### src/rtl/interp_ratio.sv
// Power-of-two interpolator: each accepted sample opens a segment of R = 2^k output cycles.
// The output ramps linearly from the previous sample to the new one, or holds flat in zero-order-hold mode.
module interp_ratio #(
    parameter int IN_W       = 15,
    parameter int OUT_W      = 16,
    parameter int LOG2_R_MAX = 6
) (
    input  logic                               clock,
    input  logic                               reset,
    input  logic [$clog2(LOG2_R_MAX+1)-1:0]    log2_r,
    input  logic                               mode,
    input  logic signed [IN_W-1:0]             in_data,
    input  logic                               in_valid,
    output logic                               in_ready,
    output logic signed [OUT_W-1:0]            out_data,
    output logic                               out_valid,
    output logic                               underrun
);

    localparam int KW = $clog2(LOG2_R_MAX+1);
    localparam int F  = LOG2_R_MAX;
    localparam int AW = IN_W + F;
    localparam int SW = IN_W + 1 + F;

    typedef enum logic {IDLE, RUN} state_t;

    state_t                  state, state_next;
    logic [LOG2_R_MAX-1:0]   cnt, cnt_last;
    logic [KW-1:0]           k, k_sel;
    logic                    mode_q;
    logic signed [IN_W-1:0]  v, v_prev;
    logic signed [AW-1:0]    acc;
    logic signed [IN_W:0]    diff;
    logic signed [SW-1:0]    diff_scaled, step;
    logic                    boundary, transfer;

    // The step is derived from v/v_prev so that it is exact and needs no separate register.
    always_comb begin
        k_sel       = (log2_r > KW'(LOG2_R_MAX)) ? KW'(LOG2_R_MAX) : log2_r;
        cnt_last    = ~({LOG2_R_MAX{1'b1}} << k);
        boundary    = (cnt == cnt_last);
        in_ready    = (state == IDLE) || boundary;
        transfer    = in_valid && in_ready;
        out_valid   = (state == RUN);
        out_data    = acc[AW-1 -: OUT_W];
        diff        = {v[IN_W-1], v} - {v_prev[IN_W-1], v_prev};
        diff_scaled = {diff, {F{1'b0}}};
        step        = '0;
        if (!mode_q) begin
            step = diff_scaled >>> k;
        end
    end

    always_comb begin
        state_next = state;
        case (state)
            IDLE: if (transfer) state_next = RUN;
            RUN:  state_next = RUN;
            default: state_next = IDLE;
        endcase
    end

    always_ff @(posedge clock) begin
        if (reset) begin
            state <= IDLE;
        end else begin
            state <= state_next;
        end
    end

    always_ff @(posedge clock) begin
        if (reset) begin
            cnt      <= '0;
            k        <= '0;
            mode_q   <= 1'b0;
            v        <= '0;
            v_prev   <= '0;
            acc      <= '0;
            underrun <= 1'b0;
        end else if (state == IDLE) begin
            if (in_valid) begin
                v      <= in_data;
                v_prev <= in_data;
                acc    <= {in_data, {F{1'b0}}};
                cnt    <= '0;
                k      <= k_sel;
                mode_q <= mode;
            end
        end else if (boundary) begin
            // A missing sample repeats v, so the next segment is flat.
            v_prev <= v;
            if (in_valid) begin
                v <= in_data;
            end else begin
                underrun <= 1'b1;
            end
            acc    <= {v, {F{1'b0}}};
            cnt    <= '0;
            k      <= k_sel;
            mode_q <= mode;
        end else begin
            acc <= AW'(acc + step);
            cnt <= cnt + LOG2_R_MAX'(1);
        end
    end

endmodule

### config.mk
export PLATFORM = sky130hd
export DESIGN_NAME = interp_ratio
export DESIGN_NICKNAME = d
export VERILOG_FILES = /design/src/rtl/interp_ratio.sv
export SDC_FILE = /design/constraint.sdc
export NUM_CORES = 1
export LEC_CHECK = 0
export ABC_AREA = 1
export BUFFER_PORTS_ARGS = -buffer_cell sky130_fd_sc_hd__buf_2
export CAP_MARGIN = 30
export CORE_MARGIN = 2
export CORE_UTILIZATION = 61
export DETAILED_ROUTE_END_ITERATION = 10
export PLACE_DENSITY = 0.78
export SLEW_MARGIN = 5
export SYNTH_ARGS = -nofsm -noshare
export SYNTH_HDL_FRONTEND = slang
export SYNTH_SLANG_ARGS = --single-unit
### constraint.sdc
create_clock -name clock -period 4.1 [get_ports clock]
set_input_delay 0.82 -clock clock [delete_from_list [all_inputs] [get_ports clock]]
set_output_delay 0.82 -clock clock [all_outputs]
set_load 0.02 [all_outputs]
==> results of run 1 <==
cells in the final DEF (no fill, tap or decap), types with 3 or more instances in the layout:
| cell | instances |
|---|---|
| nand2_1 | 175 |
| inv_1 | 85 |
| nor2_1 | 71 |
| dfxtp_1 | 63 |
| a21oi_1 | 59 |
| o21ai_0 | 52 |
| nand3_1 | 41 |
| buf_2 | 40 |
| ha_1 | 31 |
| o21ai_1 | 20 |
| xnor2_1 | 16 |
| xor2_1 | 12 |
| clkbuf_8 | 10 |
| a21oi_2 | 9 |
| a211oi_2 | 9 |
| buf_4 | 9 |
| nor3_1 | 8 |
| or2_2 | 7 |
| o22ai_1 | 6 |
| a31oi_1 | 5 |
| nand2_2 | 4 |
| inv_2 | 4 |
| o21ai_2 | 4 |
| a21o_1 | 4 |
| o21bai_1 | 3 |
| nand2_4 | 3 |
| o21a_1 | 3 |
| o211ai_1 | 3 |
| nand4_1 | 3 |
| a211oi_1 | 3 |
| a221oi_1 | 3 |
| ha_2 | 3 |
| clkinv_2 | 3 |
routing by layer:
| layer | vias to the layer above | routed length [um] |
|---|---|---|
| li1 | 2633 | - |
| met3 | 48 | 905 |
| met4 | 0 | 758 |
| met5 | - | 0 |
| met1 | 2474 | 6630 |
| met2 | 200 | 6950 |
per-stage QoR:
step                      TNS (ps)  util [%]
after floorplan                  0         -
after global routing          -181      68.7
final                            0      68.7
after global placement       -14.6      64.1
after detailed placement      -141      64.2
after CTS                        0      66.6
worst max-delay path: stages (launching register included):
cell and delay [ps]:
dfxtp_1 330, inv_1 60, ha_1 220, fa_1 410, inv_1 120, a31oi_1 100
xnor2_1 150, nand2_1 90, nand2_1 50, o21ai_0 310, o22ai_1 140, ha_1 380
nand2_1 100, o21ai_0 310, a21oi_2 100, o21ai_0 350, a21oi_1 190, nand2_1 100
nand3_1 60, o221a_2 230
where the power goes:
group          leakage, uW  switching, uW  internal [uW]
Sequential        0.000520           70.2            686
Clock             0.000100            265            295
Combinational      0.00208           1100            617
kinds of logic after synthesis:
kind of cell | count (synthesis) | synth area share (%)
AND/OR/NAND/NOR | 323 | 26.7
multiplexers | 2 | 0.389
flip-flops | 63 | 24.5
XOR/XNOR | 28 | 4.77
buffers and inverters | 133 | 11.7
adder cells (fa/ha/maj) | 38 | 9.53
AO/OA/AOI/OAI | 196 | 22.4
worst min path at each step:
stage / depth (start not counted) / start / endpoint / slack, ps
finish: 2 / v_prev[3] / v_prev[3] / 460
global route: 2 / v_prev[6] / v_prev[6] / 490
CTS: 2 / v_prev[3] / v_prev[3] / 460
detailed placement: 2 / v_prev[3] / v_prev[3] / 450
global placement: 2 / v_prev[5] / v_prev[5] / 440
floorplan: 2 / v_prev[3] / v_prev[3] / 430
registers in the layout, summed over array words and instances, names as in the netlist:
name and count:
acc 21, v 15, v_prev 15, cnt 6, k 3, mode_q 1, out_valid 1, underrun 1
final cells by class:
class	instances	area share, %
Multi-Input combinational cell	587	60.7
Sequential cell	63	22.4
Inverter	92	6.21
Timing Repair Buffer	50	5.01
Clock buffer	12	2.57
Tap cell	105	2.33
Clock inverter	4	0.798
timing repair:
action / 4_1_cts / 5_1_grt
buffers inserted: 0 / 4
endpoints found under the setup margin: 2 / 11
pin swaps: 0 / 11
gates resized for setup: 2 / 43
==> results.cfg, run 1 <==
[status]
status = finished clean

[synth]
synth_cells = 783
synth_seq_cells = 63
yosysMostFrequentCell = nand2_1
ys_seq_area_share_pct = 24.5
synth_largest_area_cell = dfxtp_1
syn_area_per_cell_sq_um = 6.57
synth.area.top_cells = dfxtp_1 (25%), nand2_1 (13%), ha_1 (8.8%), a21oi_1 (6.6%), o21ai_0 (6.3%)
yosys_warnings = 0
synth_ff_type = dfxtp_1
synth.distinct_cells = 48
synth_edf_count = 0
synth.top_cell.area_share_pct = 24.5
syn_nets = 843
synth_common_cells = nand2_1 (177), inv_1 (86), nor2_1 (71)
syn_area_sq_um = 5140
async_reset_ff_share_pct = 0

[global_routing]
antenna_found_initial = 0
use_met3_pct = 6.11
grt_pass1_wl_um = 24500
grt_busiest_layer = met2
met2_usage_pct = 57.5
grt_overflow = 0
first_global_vias = 5063
grt_use_total_pct = 34.8
met1_usage_pct = 44.0
grt_max_degree = 28

[floorplanning]
pin_count = 41
core_sq_um = 8220
fp.dieH_um = 95.8
rows = 33
die-area_sq_um = 9190
initial_core_util_pct = 62.6
chipWidth_um = 95.8

[finish]
fin_area_sq_um = 5640
fin_cells = 913
syn2layout_area_growth_pct = 9.65
fill_cells = 739
regArea_sq_um = 1260
multiInputGateArea_sq_um = 3430
final_layout_size_suffix_gt1_share_pct = 15.2
antenna_cells = 0
fin_nets = 863

[place]
dpl.hpwl_um = 11500
dpl-instance-area_sq_um = 5280
portBuffers = 40
gp_congestion = 0.952
placed_cells = 893
pre_cts_ws_ps = -114

[critical_path]
crit_path_start = v[0]
end_kind = flop
path_max_fanout = 4
r2r_slack_ps = 200
crit_type = flop to flop
r2r_end = acc[13]
worst_r2r_path_depth = 19
regToRegStartpoint = v[0]
crit_end = acc[13]
critPathArrivalTime_ps = 4140
cp.required_ps = 4340
start_kind = flop

[timing]
hold_ws_ps = 465
setup_ws_ps = 203
rsz0062_at_grt = yes
timing.final.crit_share_pct = 95.0
min_period_ps = 3900
tightest_slew_ps = 682
max_freq_mhz = 257
relSlewSlack_pct = 54.5
finalHoldViolCount = 0
finClkSkew_ps = 10.2
finalSetupViolCount = 0
slew_violations = 0

[clock_network]
cts_root_buffer = clkbuf_8
cts_buffers = 9
cts_tree = yes
cts.sinks = 63
insertion_delay_ps = 350
clk_path_buf_depth = 2
clk_pin_slew_ps = 70
htreeDepth = 3
postCtsHoldBufs = 0

[route]
first_iter_violations = 325
vias_per_cell = 5.87
post_drt_wl_per_cell_um = 16.7
drtAntennaViolNets = 0
vias = 5355
drt_pass1_iterations = 7
wl_um = 15200
drc = 0

[pwr]
total_power_uw = 3030
cellPowerDensity_nw_per_um2 = 537
leakage_uw = 0.00270
ir_drop_uv = 297

[flow_run]
max_cap_viol_count = 0

[hold_path]
hp-class = flop to flop
(Power assumes the default switching activity.)
==> run 2, diff against run 1 <==
--- a/config.mk
+++ b/config.mk
@@ -8,10 +8,12 @@
 export ABC_AREA = 1
 export BUFFER_PORTS_ARGS = -buffer_cell sky130_fd_sc_hd__buf_2
 export CAP_MARGIN = 30
+export CELL_PAD_IN_SITES_DETAIL_PLACEMENT = 0
+export CELL_PAD_IN_SITES_GLOBAL_PLACEMENT = 1
 export CORE_MARGIN = 2
-export CORE_UTILIZATION = 61
+export CORE_UTILIZATION = 44
 export DETAILED_ROUTE_END_ITERATION = 10
-export PLACE_DENSITY = 0.78
+export PLACE_DENSITY = 0.79
 export SLEW_MARGIN = 5
 export SYNTH_ARGS = -nofsm -noshare
 export SYNTH_HDL_FRONTEND = slang
==> results.cfg, run 2 (same netlist as run 1, synthesis figures left out) <==
[place]
portBuffers = 40
gp_congestion = 0.918
dpl-instance-area_sq_um = 5390
dpl.hpwl_um = 12800
pre_cts_ws_ps = -48.4

[route]
first_iter_violations = 397
drtAntennaViolNets = 0
drc = 0
vias_per_cell = 5.52
drt_pass1_iterations = 5
post_drt_wl_per_cell_um = 17.3
vias = 5290
wl_um = 16600

[timing]
max_freq_mhz = 268
relSlewSlack_pct = 43.3
min_period_ps = 3740
finalHoldViolCount = 0
slew_violations = 0
finClkSkew_ps = 7.27
finalSetupViolCount = 0
rsz0062_at_grt = yes
setup_ws_ps = 364
hold_ws_ps = 464
timing.final.crit_share_pct = 91.1
tightest_slew_ps = 850

[global_routing]
grt_max_degree = 27
antenna_found_initial = 0
grt_use_total_pct = 27.0
grt_pass1_wl_um = 26500
grt_overflow = 0
first_global_vias = 5102

[floorplanning]
rows = 39
fp.dieH_um = 112
core_sq_um = 11400
die-area_sq_um = 12600
pin_count = 41
chipWidth_um = 112
initial_core_util_pct = 45.1

[clock_network]
cts_root_buffer = clkbuf_16
insertion_delay_ps = 350
clk_path_buf_depth = 2
cts_tree = yes
cts_buffers = 9
cts.sinks = 63
clk_pin_slew_ps = 60
htreeDepth = 3
postCtsHoldBufs = 0

[critical_path]
start_kind = flop
crit_slowest_cell = ha_1
path_max_fanout = 4
crit_top_cell = nand2_1
slowest_delay_ps = 380
cp.required_ps = 4350
critPathArrivalTime_ps = 3980
crit_type = flop to flop
end_kind = flop

[status]
status = finished clean

[finish]
reg_top3 = acc: 21 flops, v: 15 flops, v_prev: 15 flops
fin_nets = 871
fin_area_sq_um = 5910
fin_util_pct = 51.8
antenna_cells = 0
syn2layout_area_growth_pct = 14.9
layout_commonest_cell = nand2_1
regMostFlops = acc
largest_reg_flops = 21
layout_common_cells = nand2_1 (175), inv_1 (83), nor2_1 (71), dfxtp_1 (61), a21oi_1 (60)
final_layout_size_suffix_gt1_share_pct = 17.2

[pwr]
ir_drop_uv = 258
leakage_uw = 0.00279
cellPowerDensity_nw_per_um2 = 569

[flow_run]
max_cap_viol_count = 0

[hold_path]
hp-class = flop to flop
==> run 2: path summary, 6_finish.rpt <==
path         depth (start not counted)  slack, ps   endpoint  startpoint
max                                 26        360    acc[18]        v[9]
min                                  2        460  v_prev[3]   v_prev[3]
max reg2reg                         26        360    acc[18]        v[9]
min reg2reg                          2        460  v_prev[3]   v_prev[3]
==> run 2: area by class of cell <==
| class | instances | area [sq um] |
|---|---|---|
| Tap cell | 143 | 179 |
| Clock buffer | 10 | 239 |
| Fill cell | 1194 | 5510 |
| Timing Repair Buffer | 58 | 335 |
| Sequential cell | 63 | 1260 |
| Inverter | 92 | 350 |
| Clock inverter | 6 | 92.6 |
| Multi-Input combinational cell | 587 | 3450 |
==> run 2: per-layer routing <==
metal | GRT usage (%) | vias up | part of all wire (%)
met4 | 11.5 | 0 | 3.5
met3 | 4.75 | 31 | 6.4
met5 | 0 | - | 0
met2 | 42.7 | 177 | 45
li1 | - | 2655 | -
met1 | 36.4 | 2427 | 46
==> run 2: metrics by stage <==
| stage | instances | power, uW | TNS [ps] |
|---|---|---|---|
| after floorplan | 783 | 1960 | 0 |
| after global placement | 941 | 2350 | 0 |
| after detailed placement | 941 | 2350 | -48.4 |
| after CTS | 957 | 3220 | 0 |
| after global routing | 959 | 3610 | -75.3 |
| final | 959 | 3360 | 0 |
==> run 2: power breakdown <==
part,switching (uW),leakage (uW),internal (uW),total [uW]
combinational,1100,0.00211,635,1740
sequential,63.7,0.000520,687,751
clock,320,0.000155,552,872
==> run 2: repair_timing <==
item / 4_1_cts / 5_1_grt
pin swaps: 0 / 14
resized for setup: 1 / 51
setup endpoints to repair: 1 / 11
buffers inserted: 0 / 2
==> run 2: critical path, delay by kind of cell (launching register included) <==
family	cells	cell delay [ps]
flip-flops	1	330
adder cells (fa/ha/maj)	2	700
AO/OA/AOI/OAI	7	960
AND/OR/NAND/NOR	11	1080
buffers and inverters	5	390
XOR/XNOR	1	150
